==> config.mk <==
export PLATFORM = sky130hd
export DESIGN_NAME = input_filter_ctrl
export DESIGN_NICKNAME = d
export VERILOG_FILES = /design/src/rtl/input_filter_ctrl.sv
export SDC_FILE = /design/constraint.sdc
export NUM_CORES = 1
export LEC_CHECK = 0
export ABC_CLOCK_PERIOD_IN_PS = 7300
export BUFFER_PORTS_ARGS = -buffer_cell sky130_fd_sc_hd__buf_2
export CAP_MARGIN = 5
export CORE_AREA = 2 2 106 108
export CTS_CLUSTER_SIZE = 12
export DETAILED_ROUTE_END_ITERATION = 16
export DIE_AREA = 0 0 108 110
export HOLD_SLACK_MARGIN = 0.08
export PLACE_DENSITY = 0.7
export SLEW_MARGIN = 20
export SYNTH_ARGS = -nofsm -noshare
export SYNTH_HDL_FRONTEND = slang
export SYNTH_SLANG_ARGS = --single-unit
export TNS_END_PERCENT = 50
==> constraint.sdc <==
create_clock -name clk -period 7.3 [get_ports clk]
set_input_delay 0.365 -clock clk [delete_from_list [all_inputs] [get_ports clk]]
set_output_delay 0.365 -clock clk [all_outputs]
set_load 0.005 [all_outputs]
==> src/rtl/input_filter_ctrl.sv <==
// input_filter_ctrl: reconfiguration sequencer, sample prescaler and edge
// interrupt collector for a bank of NUM_CH digital input filters.
// A configuration write is staged in shadow registers, the filters are
// briefly disabled, the new window/prescaler is applied, and the block
// waits for filt_conf sample ticks before edge reporting resumes in RUN.
module input_filter_ctrl #(
    parameter int   NUM_CH      = 8,
    parameter int   FILTER_LOG  = 4,
    parameter int   PRESC_WIDTH = 16,
    parameter logic DEFAULT_OUT = 1'b1
) (
    input  logic                   clk,
    input  logic                   rst,
    input  logic                   cfg_wr,
    input  logic [FILTER_LOG-1:0]  cfg_conf,
    input  logic [PRESC_WIDTH-1:0] cfg_presc,
    input  logic [NUM_CH-1:0]      cfg_en,
    output logic                   cfg_busy,
    output logic [FILTER_LOG-1:0]  filt_conf,
    output logic [NUM_CH-1:0]      filt_en,
    output logic                   sample_tick,
    input  logic [NUM_CH-1:0]      filt_out,
    input  logic [NUM_CH-1:0]      irq_rise_en,
    input  logic [NUM_CH-1:0]      irq_fall_en,
    input  logic [NUM_CH-1:0]      irq_clr,
    output logic [NUM_CH-1:0]      irq_stat,
    output logic                   irq
);

    typedef enum logic [2:0] {
        ST_IDLE    = 3'd0,
        ST_DISABLE = 3'd1,
        ST_APPLY   = 3'd2,
        ST_SETTLE  = 3'd3,
        ST_RUN     = 3'd4
    } state_t;

    state_t                   state_r;

    // Shadow copy of the last accepted configuration write
    logic [FILTER_LOG-1:0]    shd_conf_r;
    logic [PRESC_WIDTH-1:0]   shd_presc_r;
    logic [NUM_CH-1:0]        shd_en_r;

    // Active prescaler and its free-running counter
    logic [PRESC_WIDTH-1:0]   presc_r;
    logic [PRESC_WIDTH-1:0]   presc_cnt_r;
    logic [FILTER_LOG-1:0]    settle_cnt_r;

    // Registered outputs
    logic                     cfg_busy_r;
    logic [FILTER_LOG-1:0]    filt_conf_r;
    logic [NUM_CH-1:0]        filt_en_r;
    logic                     sample_tick_r;

    // Edge detection state
    logic [NUM_CH-1:0]        prev_r;
    logic [NUM_CH-1:0]        irq_stat_r;

    logic [PRESC_WIDTH-1:0]   presc_cnt_nxt_s;
    logic                     tick_nxt_s;
    logic [FILTER_LOG-1:0]    settle_cnt_inc_s;
    logic                     settle_done_s;
    logic [NUM_CH-1:0]        edge_s;

    // Prescaler wrap, next-cycle tick and settle completion decode
    always_comb begin
        presc_cnt_nxt_s  = {PRESC_WIDTH{1'b0}};
        tick_nxt_s       = 1'b0;
        settle_cnt_inc_s = settle_cnt_r + FILTER_LOG'(1);
        settle_done_s    = 1'b0;
        if (presc_cnt_r == presc_r) begin
            presc_cnt_nxt_s = {PRESC_WIDTH{1'b0}};
        end else begin
            presc_cnt_nxt_s = presc_cnt_r + PRESC_WIDTH'(1);
        end
        tick_nxt_s = (presc_cnt_nxt_s == presc_r);
        // A zero-length window settles straight away; otherwise leave on the
        // cycle after the filt_conf-th tick seen in SETTLE.
        if (filt_conf_r == {FILTER_LOG{1'b0}}) begin
            settle_done_s = 1'b1;
        end else begin
            settle_done_s = sample_tick_r && (settle_cnt_inc_s == filt_conf_r);
        end
    end

    // Reconfiguration sequencer with registered outputs
    always_ff @(posedge clk or negedge rst) begin
        if (!rst) begin
            state_r       <= ST_IDLE;
            shd_conf_r    <= {FILTER_LOG{1'b0}};
            shd_presc_r   <= {PRESC_WIDTH{1'b0}};
            shd_en_r      <= {NUM_CH{1'b0}};
            presc_r       <= {PRESC_WIDTH{1'b0}};
            presc_cnt_r   <= {PRESC_WIDTH{1'b0}};
            settle_cnt_r  <= {FILTER_LOG{1'b0}};
            cfg_busy_r    <= 1'b0;
            filt_conf_r   <= {FILTER_LOG{1'b0}};
            filt_en_r     <= {NUM_CH{1'b0}};
            sample_tick_r <= 1'b0;
        end else begin
            case (state_r)
                ST_IDLE: begin
                    if (cfg_wr) begin
                        shd_conf_r    <= cfg_conf;
                        shd_presc_r   <= cfg_presc;
                        shd_en_r      <= cfg_en;
                        state_r       <= ST_DISABLE;
                        cfg_busy_r    <= 1'b1;
                        filt_en_r     <= {NUM_CH{1'b0}};
                        sample_tick_r <= 1'b0;
                    end else begin
                        state_r <= ST_IDLE;
                    end
                end
                ST_DISABLE: begin
                    state_r <= ST_APPLY;
                end
                ST_APPLY: begin
                    filt_conf_r  <= shd_conf_r;
                    presc_r      <= shd_presc_r;
                    presc_cnt_r  <= {PRESC_WIDTH{1'b0}};
                    settle_cnt_r <= {FILTER_LOG{1'b0}};
                    if (shd_en_r != {NUM_CH{1'b0}}) begin
                        state_r       <= ST_SETTLE;
                        filt_en_r     <= shd_en_r;
                        // Counter restarts at 0, so it already equals a zero prescaler
                        sample_tick_r <= (shd_presc_r == {PRESC_WIDTH{1'b0}});
                    end else begin
                        state_r       <= ST_IDLE;
                        cfg_busy_r    <= 1'b0;
                        filt_en_r     <= {NUM_CH{1'b0}};
                        sample_tick_r <= 1'b0;
                    end
                end
                ST_SETTLE: begin
                    presc_cnt_r   <= presc_cnt_nxt_s;
                    sample_tick_r <= tick_nxt_s;
                    if (sample_tick_r) begin
                        settle_cnt_r <= settle_cnt_inc_s;
                    end else begin
                        settle_cnt_r <= settle_cnt_r;
                    end
                    if (settle_done_s) begin
                        state_r    <= ST_RUN;
                        cfg_busy_r <= 1'b0;
                    end else begin
                        state_r <= ST_SETTLE;
                    end
                end
                ST_RUN: begin
                    if (cfg_wr) begin
                        shd_conf_r    <= cfg_conf;
                        shd_presc_r   <= cfg_presc;
                        shd_en_r      <= cfg_en;
                        state_r       <= ST_DISABLE;
                        cfg_busy_r    <= 1'b1;
                        filt_en_r     <= {NUM_CH{1'b0}};
                        sample_tick_r <= 1'b0;
                    end else begin
                        state_r       <= ST_RUN;
                        presc_cnt_r   <= presc_cnt_nxt_s;
                        sample_tick_r <= tick_nxt_s;
                    end
                end
                default: begin
                    state_r       <= ST_IDLE;
                    cfg_busy_r    <= 1'b0;
                    filt_en_r     <= {NUM_CH{1'b0}};
                    sample_tick_r <= 1'b0;
                end
            endcase
        end
    end

    // Edges are only reported in RUN and only on enabled filter channels
    always_comb begin
        edge_s = {NUM_CH{1'b0}};
        if (state_r == ST_RUN) begin
            edge_s = filt_en_r & ((filt_out & ~prev_r & irq_rise_en) |
                                  (~filt_out & prev_r & irq_fall_en));
        end else begin
            edge_s = {NUM_CH{1'b0}};
        end
    end

    // Previous-level tracking and sticky status; a new edge beats a clear
    always_ff @(posedge clk or negedge rst) begin
        if (!rst) begin
            prev_r     <= {NUM_CH{DEFAULT_OUT}};
            irq_stat_r <= {NUM_CH{1'b0}};
        end else begin
            prev_r     <= filt_out;
            irq_stat_r <= (irq_stat_r & ~irq_clr) | edge_s;
        end
    end

    assign cfg_busy    = cfg_busy_r;
    assign filt_conf   = filt_conf_r;
    assign filt_en     = filt_en_r;
    assign sample_tick = sample_tick_r;
    assign irq_stat    = irq_stat_r;
    assign irq         = |irq_stat_r;

endmodule

==> out/results.ini <==
[route]
drcViolationCount = 0
drtIter0Drc = 272
routed_wl_um = 12200
ant_nets = 0
viasPerCell = 5.55
firstDrtPassIters = 5
dr_total_vias = 4130
post_drt_wl_per_cell_um = 16.3

[synth]
yosysUniqueCellTypes = 57
yosysWarnings = 0
synth.ff_latch_count = 97
syn_nets = 596
synthCells = 531
synthArstFlopShare_pct = 100
avgSynthCellArea_um2 = 9.37
synth-main-ff-cell = dfrtp_1
ys_seq_area_share_pct = 49.0
synth_edf_count = 0
syn_area_mm2 = 0.00498

[global_route]
grt_pass1_vias = 3780
track_usage_pct = 21.4
overflow = 0
grt_pass1_wl_um = 19600
antenna_found_initial = 0
grt_max_degree = 55

[clock_tree]
cts_buffer_depth = 2
clkSinkCount = 97
clkLatencyLatePin_ns = 0.37
cts_tree = done
clk_pin_slew_ns = 0.11
htreeDepth = 3
cts_setup_buffers = 0
cts_made_buffers = 9
cts_root_buf = clkbuf_8

[setup_path]
cp-end-kind = flop
crit_path_start = presc_cnt_r[10]$_DFFE_PN0P_
crit_path_end = sample_tick$_DFFE_PN0P_
crit_fanout = 14
cp.required_ns = 7.59
ff2ff_path_depth = 7
reg2reg_slack_ns = 4.56
crit_type = flop to flop
r2r-start = presc_cnt_r[10]$_DFFE_PN0P_
r2r_end = sample_tick$_DFFE_PN0P_
cp.arrival_ns = 3.03
cp-start-kind = flop

[timing]
finalSetupViolCount = 0
tightestPinTransition_ns = 1.02
hold_viol = 0
period_share_pct = 37.6
max_freq_ghz = 0.364
min_period_ns = 2.74
slew_headroom_pct = 31.9
finalMaxSlewViolations = 0
fin_tns_setup_ns = 0
finClkSkew_ns = 0.0191
layout_setup_ws_ns = 4.56
rsz0062_at_grt = false

[cells_and_area]
final_nets = 664
final_common_cell = nand2_1
mostFrequentLayoutCells = nand2_1 (119), dfrtp_1 (89), buf_2 (84)
drive_gt1_share_pct = 23.7
num_antenna_cells = 0
nFillCells = 992
syn_to_final_growth_pct = 14.5

[worst_hold_path]
worstHoldStart = filt_out[0]
holdCritPathClass = input pin to flop

[pwr]
sequentialPowerShare_pct = 46.7
clockPowerShare_pct = 20.0
switchingPower_mw = 0.759
p_per_area_mw_per_mm2 = 345
p_comb_share_pct = 33.4
ir_drop_mv = 0.204
p_leak_nw = 2.59
p_int_mw = 1.21
sw_frac_of_total_pct = 38.6

[die]
core_area_mm2 = 0.0107
rows = 38
dieArea_mm2 = 0.0119
fp.dieW_um = 108
pin_count = 86
start_util_pct = 46.5
dieHeight_um = 110

[place]
dpl.hpwl_um = 8700
post-place-ws_ns = 4.58
placement.io_buffers = 85
gp_congestion = 0.950

[run]
drv_cap = 0

[run_status]
status = finished, final reports clean

-- layout make-up --
type,count,area [µm²],area share (%)
Clock buffer,9,124,2.17
Sequential cell,97,2440,42.8
Timing Repair Buffer,89,460,8.08
Inverter,14,52.6,0.922
Multi-Input combinational cell,388,2350,41.2
Tap cell,140,175,3.07
Clock inverter,7,98.8,1.73
-- worst min path at each step --
stage,to,cells after the start
CTS,prev_r[7]$_DFF_PN1_,1
global route,prev_r[0]$_DFF_PN1_,1
floorplan,cfg_busy$_DFFE_PN0P_,0
detailed placement,shd_en_r[3]$_DFFE_PN0P_,1
global placement,shd_en_r[1]$_DFFE_PN0P_,1
finish,prev_r[0]$_DFF_PN1_,1
-- logic make-up after synthesis --
group	Yosys count	share of synthesized area (%)
compound gates	105	13.2
fa+ha+maj	2	0.503
simple gates	228	22.6
xor+xnor	32	6.19
flops	97	49.0
buf+inv	46	3.85
mux	21	4.70
-- critical path, stage by stage, from the launching register on --
cell and delay, ns:
dfrtp_1 0.59, xnor2_1 0.17, nand4_1 0.13, or4_1 0.75, a211o_1 0.34, a222oi_1 0.32
nand4_1 0.13, o31ai_1 0.24
-- flip-flops by register name, summed over array words and instances, names as in the netlist, 8 cells and up --
signal       cells
prev_r           8
presc_r         16
shd_presc_r     16
filt_en          8
shd_en_r         8
presc_cnt_r     16
irq_stat         8
-- synth_stat cells, drive strengths merged, types with 2 or more instances --
library cell,n,area share (%)
xor2,7,1.2
nor3b,2,0.30
ha,2,0.50
a21o,3,0.48
nor2b,7,0.88
mux2,19,4.3
nand3b,8,1.2
a211oi,3,0.45
xnor3,2,0.91
mux2i,2,0.40
nand3,18,2.1
or2,2,0.25
o22ai,5,0.63
o21ai,52,5.2
a21oi,6,0.60
nor2,17,1.3
dfrtp,89,45
or3,4,0.63
nor4,14,1.8
buf,10,1.1
nand4,10,1.3
o311ai,2,0.35
and4,6,1.1
or4,2,0.38
o41ai,2,0.35
dfstp,8,4.2
or3b,3,0.53
a31oi,6,0.75
xnor2,23,4.0
and3,2,0.28
clkbuf,22,1.7
inv,14,1.1
o31ai,8,1.2
nand2,119,9.0
nand2b,3,0.38
nor3,6,0.60
a22o,9,1.6
and2,3,0.38
-- what timing repair did --
action	4_1_cts	5_1_grt
resized for setup	0	0
hold buffers	1	0
endpoints found under the hold margin	35	0
-- routing by layer --
| layer | vias up | wire, µm | track usage [%] |
|---|---|---|---|
| met5 | - | 0 | 0 |
| met4 | 0 | 121 | 6.32 |
| met3 | 9 | 518 | 3.76 |
| met2 | 94 | 5740 | 33.0 |
| met1 | 2018 | 5780 | 31.0 |
| li1 | 2009 | - | - |
-- through the flow --
stage                     util (%)  instance area [µm²]  hold WS [ns]  total power [mW]  cells
final                         53.3                 5700         0.109              1.97    744
after global routing          53.3                 5700        0.0882              2.10    744
after CTS                     53.3                 5700        0.0833              1.98    744
after detailed placement      51.1                 5470         0.397              1.58    727
after global placement        51.1                 5470         0.392              1.55    727
after floorplan                  -                 4980        0.0694              1.36    531
-- power groups by stage --
stage / registers [mW] / clock network [mW] / logic (mW)
floorplan: 0.830 / 0 / 0.531
global placement: 0.911 / 0 / 0.641
detailed placement: 0.923 / 0 / 0.655
CTS: 0.913 / 0.405 / 0.660
global route: 0.937 / 0.425 / 0.739
finish: 0.918 / 0.393 / 0.657
Power figures use the tool's default switching activity.
